`src/rtl/mem_arbiter.sv`:
```
`default_nettype none
// ============================================================================
// Module   : mem_arbiter
// Brief    : Two-port round-robin arbiter and fixed-latency access sequencer
//            in front of a single-port word memory.
// Revision : 1.0 - initial release
// ============================================================================
module mem_arbiter #(
    parameter int ADDR_WIDTH = 8,
    parameter int DATA_WIDTH = 32
) (
    input  logic                  clk,
    input  logic                  rst,

    input  logic                  req0_valid,
    output logic                  req0_ready,
    input  logic [ADDR_WIDTH-1:0] req0_addr,
    input  logic [DATA_WIDTH-1:0] req0_wdata,
    input  logic                  req0_we,
    output logic                  rsp0_valid,
    output logic [DATA_WIDTH-1:0] rsp0_rdata,
    output logic                  rsp0_err,

    input  logic                  req1_valid,
    output logic                  req1_ready,
    input  logic [ADDR_WIDTH-1:0] req1_addr,
    input  logic [DATA_WIDTH-1:0] req1_wdata,
    input  logic                  req1_we,
    output logic                  rsp1_valid,
    output logic [DATA_WIDTH-1:0] rsp1_rdata,
    output logic                  rsp1_err,

    output logic [ADDR_WIDTH-1:0] mem_addr,
    output logic [DATA_WIDTH-1:0] mem_data_in,
    output logic                  mem_we,
    input  logic [DATA_WIDTH-1:0] mem_data_out
);

    typedef enum logic [1:0] {
        S_IDLE   = 2'd0,
        S_ACCESS = 2'd1,
        S_RESP   = 2'd2
    } state_t;

    state_t                r_state;
    logic                  r_last_grant;
    logic [ADDR_WIDTH-1:0] r_addr;
    logic [DATA_WIDTH-1:0] r_wdata;
    logic                  r_we;
    logic                  r_err;
    logic                  r_port;

    logic                  w_idle;
    logic                  w_hs0;
    logic                  w_hs1;
    logic [ADDR_WIDTH-1:0] w_sel_addr;
    logic                  w_read_ok;

    // A port wins when it is alone, or on contention when it was not granted last.
    assign w_idle     = (r_state == S_IDLE) && !rst;
    assign req0_ready = w_idle && req0_valid && (!req1_valid || r_last_grant);
    assign req1_ready = w_idle && req1_valid && (!req0_valid || !r_last_grant);
    assign w_hs0      = req0_valid && req0_ready;
    assign w_hs1      = req1_valid && req1_ready;
    assign w_sel_addr = w_hs1 ? req1_addr : req0_addr;

    assign mem_addr    = r_addr;
    assign mem_data_in = r_wdata;
    // Reset gates the write strobe in the same cycle so an aborted access never writes.
    assign mem_we      = (r_state == S_ACCESS) && r_we && !r_err && !rst;
    assign w_read_ok   = !r_we && !r_err;

    always_ff @(posedge clk) begin
        if (rst) begin
            r_state      <= S_IDLE;
            r_last_grant <= 1'b1;
            r_addr       <= '0;
            r_wdata      <= '0;
            r_we         <= 1'b0;
            r_err        <= 1'b0;
            r_port       <= 1'b0;
            rsp0_valid   <= 1'b0;
            rsp0_rdata   <= '0;
            rsp0_err     <= 1'b0;
            rsp1_valid   <= 1'b0;
            rsp1_rdata   <= '0;
            rsp1_err     <= 1'b0;
        end else begin
            case (r_state)
                S_IDLE: begin
                    if (w_hs0 || w_hs1) begin
                        r_addr       <= w_sel_addr;
                        r_wdata      <= w_hs1 ? req1_wdata : req0_wdata;
                        r_we         <= w_hs1 ? req1_we : req0_we;
                        r_err        <= (w_sel_addr[1:0] != 2'b00);
                        r_port       <= w_hs1;
                        r_last_grant <= w_hs1;
                        r_state      <= S_ACCESS;
                    end
                end
                S_ACCESS: begin
                    rsp0_valid <= !r_port;
                    rsp0_rdata <= (!r_port && w_read_ok) ? mem_data_out : '0;
                    rsp0_err   <= !r_port && r_err;
                    rsp1_valid <= r_port;
                    rsp1_rdata <= (r_port && w_read_ok) ? mem_data_out : '0;
                    rsp1_err   <= r_port && r_err;
                    r_state    <= S_RESP;
                end
                S_RESP: begin
                    rsp0_valid <= 1'b0;
                    rsp0_rdata <= '0;
                    rsp0_err   <= 1'b0;
                    rsp1_valid <= 1'b0;
                    rsp1_rdata <= '0;
                    rsp1_err   <= 1'b0;
                    r_state    <= S_IDLE;
                end
                default: begin
                    r_state <= S_IDLE;
                end
            endcase
        end
    end

endmodule
`default_nettype wire
```
`config.mk`:
```
export PLATFORM = sky130hd
export DESIGN_NAME = mem_arbiter
export DESIGN_NICKNAME = d
export VERILOG_FILES = /design/src/rtl/mem_arbiter.sv
export SDC_FILE = /design/constraint.sdc
export NUM_CORES = 1
export LEC_CHECK = 0
export CAP_MARGIN = 20
export CORE_ASPECT_RATIO = 0.9
export CORE_MARGIN = 2
export CORE_UTILIZATION = 39
export DETAILED_ROUTE_END_ITERATION = 6
export DONT_BUFFER_PORTS = 1
export PLACE_DENSITY_LB_ADDON = 0.3
export SETUP_SLACK_MARGIN = 0.02
export SYNTH_ARGS = -nofsm -noshare
export SYNTH_HDL_FRONTEND = slang
export SYNTH_SLANG_ARGS = --single-unit
export TNS_END_PERCENT = 30
```
`constraint.sdc`:
```
create_clock -name clk -period 2.02 [get_ports clk]
set_input_delay 0.202 -clock clk [delete_from_list [all_inputs] [get_ports clk]]
set_output_delay 0.202 -clock clk [all_outputs]
set_load 0.02 [all_outputs]
```
==> tab_implementation.tex <==
\begin{tabular}{lr}
\hline
Metric & Value \\
\hline
\multicolumn{2}{l}{\textbf{Yosys}} \\
\quad Post-Syn Instances & 599 \\
\quad Portion of synthesized cell area occupied by the leading cell type & 0.4321 \\
\quad Mapped Nets & 721 \\
\quad Seq cells post-synth & 114 \\
\quad Async set-reset flop share out of synthesis & 0 \\
\quad Predominant post-synthesis flop cell & dfxtp\_1 \\
\quad Most frequent cell after synthesis & dfxtp\_1 \\
\quad Synthesized area & 0.005281 mm\^{}2 \\
\quad Top cells by count, synth & 114 x dfxtp\_1, 70 x a21oi\_1, 68 x nand2b\_1 \\
\quad Proportion of synthesized chip area in sequential cells & 0.4321 \\
\quad Cell taking the most area after synthesis & dfxtp\_1 \\
\quad Dominant cells by area after synthesis & dfxtp\_1 43\%, a211oi\_2 9.0\%, nand2b\_1 8.1\% \\
\quad Count of yosys warnings during synthesis & 0 \\
\quad Synth Area per Inst & 8.817 um\^{}2 \\
\quad Number of enable-type register cells in the synthesized netlist & 0 \\
\quad Count of unique library cells instantiated by Yosys & 27 \\
\multicolumn{2}{l}{\textbf{Worst setup path}} \\
\quad Number of buffers and inverters on the critical path & 3 \\
\quad Maximum net fanout on the critical path & 34 \\
\quad Endpoint kind of the worst setup timing path & flip-flop \\
\quad Gate family responsible for the most delay along the worst path & buffers and inverters \\
\quad Slowest Stage Delay on Critical Path & 0.58 ns \\
\quad Crit path required time & 2.36 ns \\
\quad Arrival time reported for the critical path endpoint & 2.28 ns \\
\quad Startpoint types & flip-flop \\
\quad Crit Path Class & reg -> reg \\
\quad Slowest library cell on the worst path & dlygate4sd3\_1 \\
\quad List of cells traversed by the critical path & inv\_2 > ha\_1 > buf\_8 > nor2b\_1 > nand3\_1 > a21oi\_1 > dlygate4sd3\_1 \\
\multicolumn{2}{l}{\textbf{Routing}} \\
\quad First-pass DRT Iterations & 4 \\
\quad Per-cell via count in the routed design & 5.510 \\
\quad Routed vias & 4,568 \\
\quad Routed wire length & 15,130 um \\
\quad Total DRC errors in the routed layout & 0 \\
\quad Remaining antenna violation count after routing & 0 \\
\quad Wire per inst & 18.25 um \\
\quad First-iteration detailed-routing DRC count & 262 \\
\multicolumn{2}{l}{\textbf{Floorplan}} \\
\quad Die height & 114.4 um \\
\quad Area of the die & 0.01449 mm\^{}2 \\
\quad Row Count & 40 \\
\quad Number of primary I/O pins & 229 \\
\quad Core ar. & 0.01331 mm\^{}2 \\
\quad Initial Util & 0.3967 \\
\quad Floorplan die width & 126.7 um \\
\multicolumn{2}{l}{\textbf{Timing}} \\
\quad Portion of the clock cycle consumed by the worst path in the final layout & 0.9590 \\
\quad Peak clock frequency supported by timing & 516.2 MHz \\
\quad Count of final max-slew check failures & 0 \\
\quad Worst-margin pin slew & 0.4799 ns \\
\quad Maximum clock skew at final layout & 0.009929 ns \\
\quad Minimum clock period after layout & 1.937 ns \\
\quad Endpoints failing setup & 0 \\
\quad Final count of hold timing violations & 0 \\
\quad Max transition margin & 0.6767 \\
\multicolumn{2}{l}{\textbf{Cells and area}} \\
\quad ANT cells & 0 \\
\quad Util after Layout & 0.5148 \\
\quad Number of inserted filler cells in the final layout & 1,200 \\
\quad Post-route cell area & 0.006853 mm\^{}2 \\
\quad Number of non-filler instances in the completed layout & 829 \\
\quad Layout cell share with drive strength beyond 1 & 0.2118 \\
\quad Area grow syn2layout & 29.76\% \\
\quad Number of nets in the layout & 770 \\
\multicolumn{2}{l}{\textbf{CTS}} \\
\quad Number of clock sinks & 114 \\
\quad Clock Tree Root & clkbuf\_16 \\
\quad Clock-pin slew on the worst setup and hold paths & 0.05 ns \\
\quad Clock tree from TritonCTS & built \\
\quad Clock Latency Late Sink & 0.41 ns \\
\quad H-tree levels & 4 \\
\quad Maximum clock path buffer count & 2 \\
\quad Total clock buffers created by CTS & 17 \\
\multicolumn{2}{l}{\textbf{Status}} \\
\quad Run status & finished clean \\
\multicolumn{2}{l}{\textbf{Pwr}} \\
\quad Leakage power total & 0.002487 uW \\
\quad Final total power & 8096 uW \\
\quad Pwr Density & 1181 mW/mm\^{}2 \\
\quad Highest ir drop seen on vdd & 619.2 uV \\
\multicolumn{2}{l}{\textbf{GRT}} \\
\quad First-pass GRT wire length & 22,420 um \\
\quad Maximum number of pins on one net before global-route repair & 118 \\
\quad Remaining global-route overflow & 0 \\
\quad All-layer global routing usage & 0.1971 \\
\quad Antenna violations before repair & 0 \\
\quad Via count of the first global-routing pass & 4,391 \\
\multicolumn{2}{l}{\textbf{Placement}} \\
\quad Instance area at placement & 0.005400 mm\^{}2 \\
\quad Number of I/O port buffers & 0 \\
\quad HPWL reported at the end of detailed placement & 8970 um \\
\quad Number of placed instances, taps included & 727 \\
\quad Routability Congestion & 0.7730 \\
\multicolumn{2}{l}{\textbf{Hold path}} \\
\quad Class of the most critical hold timing path & in -> reg \\
\multicolumn{2}{l}{\textbf{Flow run}} \\
\quad Total of max-cap violations & 0 \\
\hline
\end{tabular}
==> flip-flops by register name, summed over array words and instances, names as in the netlist <==
name,flops
r_state,2
rsp0_err,1
r_last_grant,1
mem_data_in,32
rsp1_valid,1
r_port,1
r_err,1
r_we,1
mem_addr,8
rsp1_err,1
rsp0_valid,1
rsp0_rdata,32
rsp1_rdata,32
==> kinds of logic (layout without fill, tap and decap cells) <==
| logic type | count (synthesis) | in the layout | synth area share |
|---|---|---|---|
| AOI/OAI and AO/OA | 153 | 153 | 0.2281 |
| adders and majority gates | 4 | 4 | 0.009477 |
| DFF | 114 | 114 | 0.4321 |
| and+or+nand+nor | 266 | 266 | 0.2656 |
| buffers and inverters | 58 | 120 | 0.05710 |
| muxes | 4 | 4 | 0.007581 |
==> area by class of cell <==
type | count | area (um^2) | share of cell area
Clock buffer | 23 | 467.9 | 0.06829
Clock inverter | 9 | 177.7 | 0.02593
Inverter | 5 | 33.78 | 0.004930
Multi-Input combinational cell | 427 | 2736 | 0.3993
Sequential cell | 114 | 2283 | 0.3332
Tap cell | 168 | 210.2 | 0.03067
Timing Repair Buffer | 83 | 943.4 | 0.1377
==> per-layer routing <==
layer | wire length [um] | vias up | global-route usage
met1 | 5922 | 2210 | 0.2137
li1 | - | 2154 | -
met5 | 0 | - | 0
met4 | 150 | 0 | 0.07106
met3 | 1399 | 14 | 0.08832
met2 | 7658 | 190 | 0.3431
==> where the power goes <==
group          leakage, uW  switching (uW)  internal, uW  total [uW]
Sequential        0.000929             483          2500        2990
Combinational      0.00125             949           886        1830
Clock             0.000304            1020          2250        3270
==> placed cells by master (no fill, tap or decap), drive strengths merged <==
master,n
mux2i,4
nand2b,68
o21ai,3
dfxtp,114
nor3,1
nor3b,1
nor2b,35
nand3,68
inv,4
buf,18
clkinvlp,3
ha,4
nand2,42
clkinv,2
dlygate4sd3,63
a211oi,41
bufbuf,2
a211o,1
nor4bb,1
nor2,47
bufinv,5
nor4,3
a21oi,108
clkbuf,23
==> stage by stage <==
stage	hold slack, ns	setup slack [ns]	setup TNS [ns]
after global placement	0.2751	0.2554	0
after global routing	0.004179	-0.01906	-0.01906
final	0.0003004	0.08272	0
after floorplan	0.3430	0.4958	0
after detailed placement	0.2764	0.1488	0
after CTS	-0.1568	0.02540	0
==> final timing paths <==
kind                                                start                          end  slack (ns)  cells past startpoint
worst max-delay path              r_state[0]$_SDFFE_PP0P_  rsp1_rdata[14]$_SDFFE_PP0P_        0.08                      7
worst min-delay path                              req1_we            r_we$_SDFFE_PP0P_      0.0003                      2
worst max register to register    r_state[0]$_SDFFE_PP0P_  rsp1_rdata[14]$_SDFFE_PP0P_        0.08                      7
worst min register to register  r_last_grant$_SDFFE_PP1P_    r_last_grant$_SDFFE_PP1P_        0.49                      1
==> timing repair <==
action	4_1_cts	5_1_grt
hold buffers	25	39
hold endpoints to repair	114	89
cloned	2	0
pin swaps	1	2
setup endpoints to repair	2	24
setup buffers	2	2
gates resized for setup	3	14
Note: power is estimated with default switching activity, not from simulation.
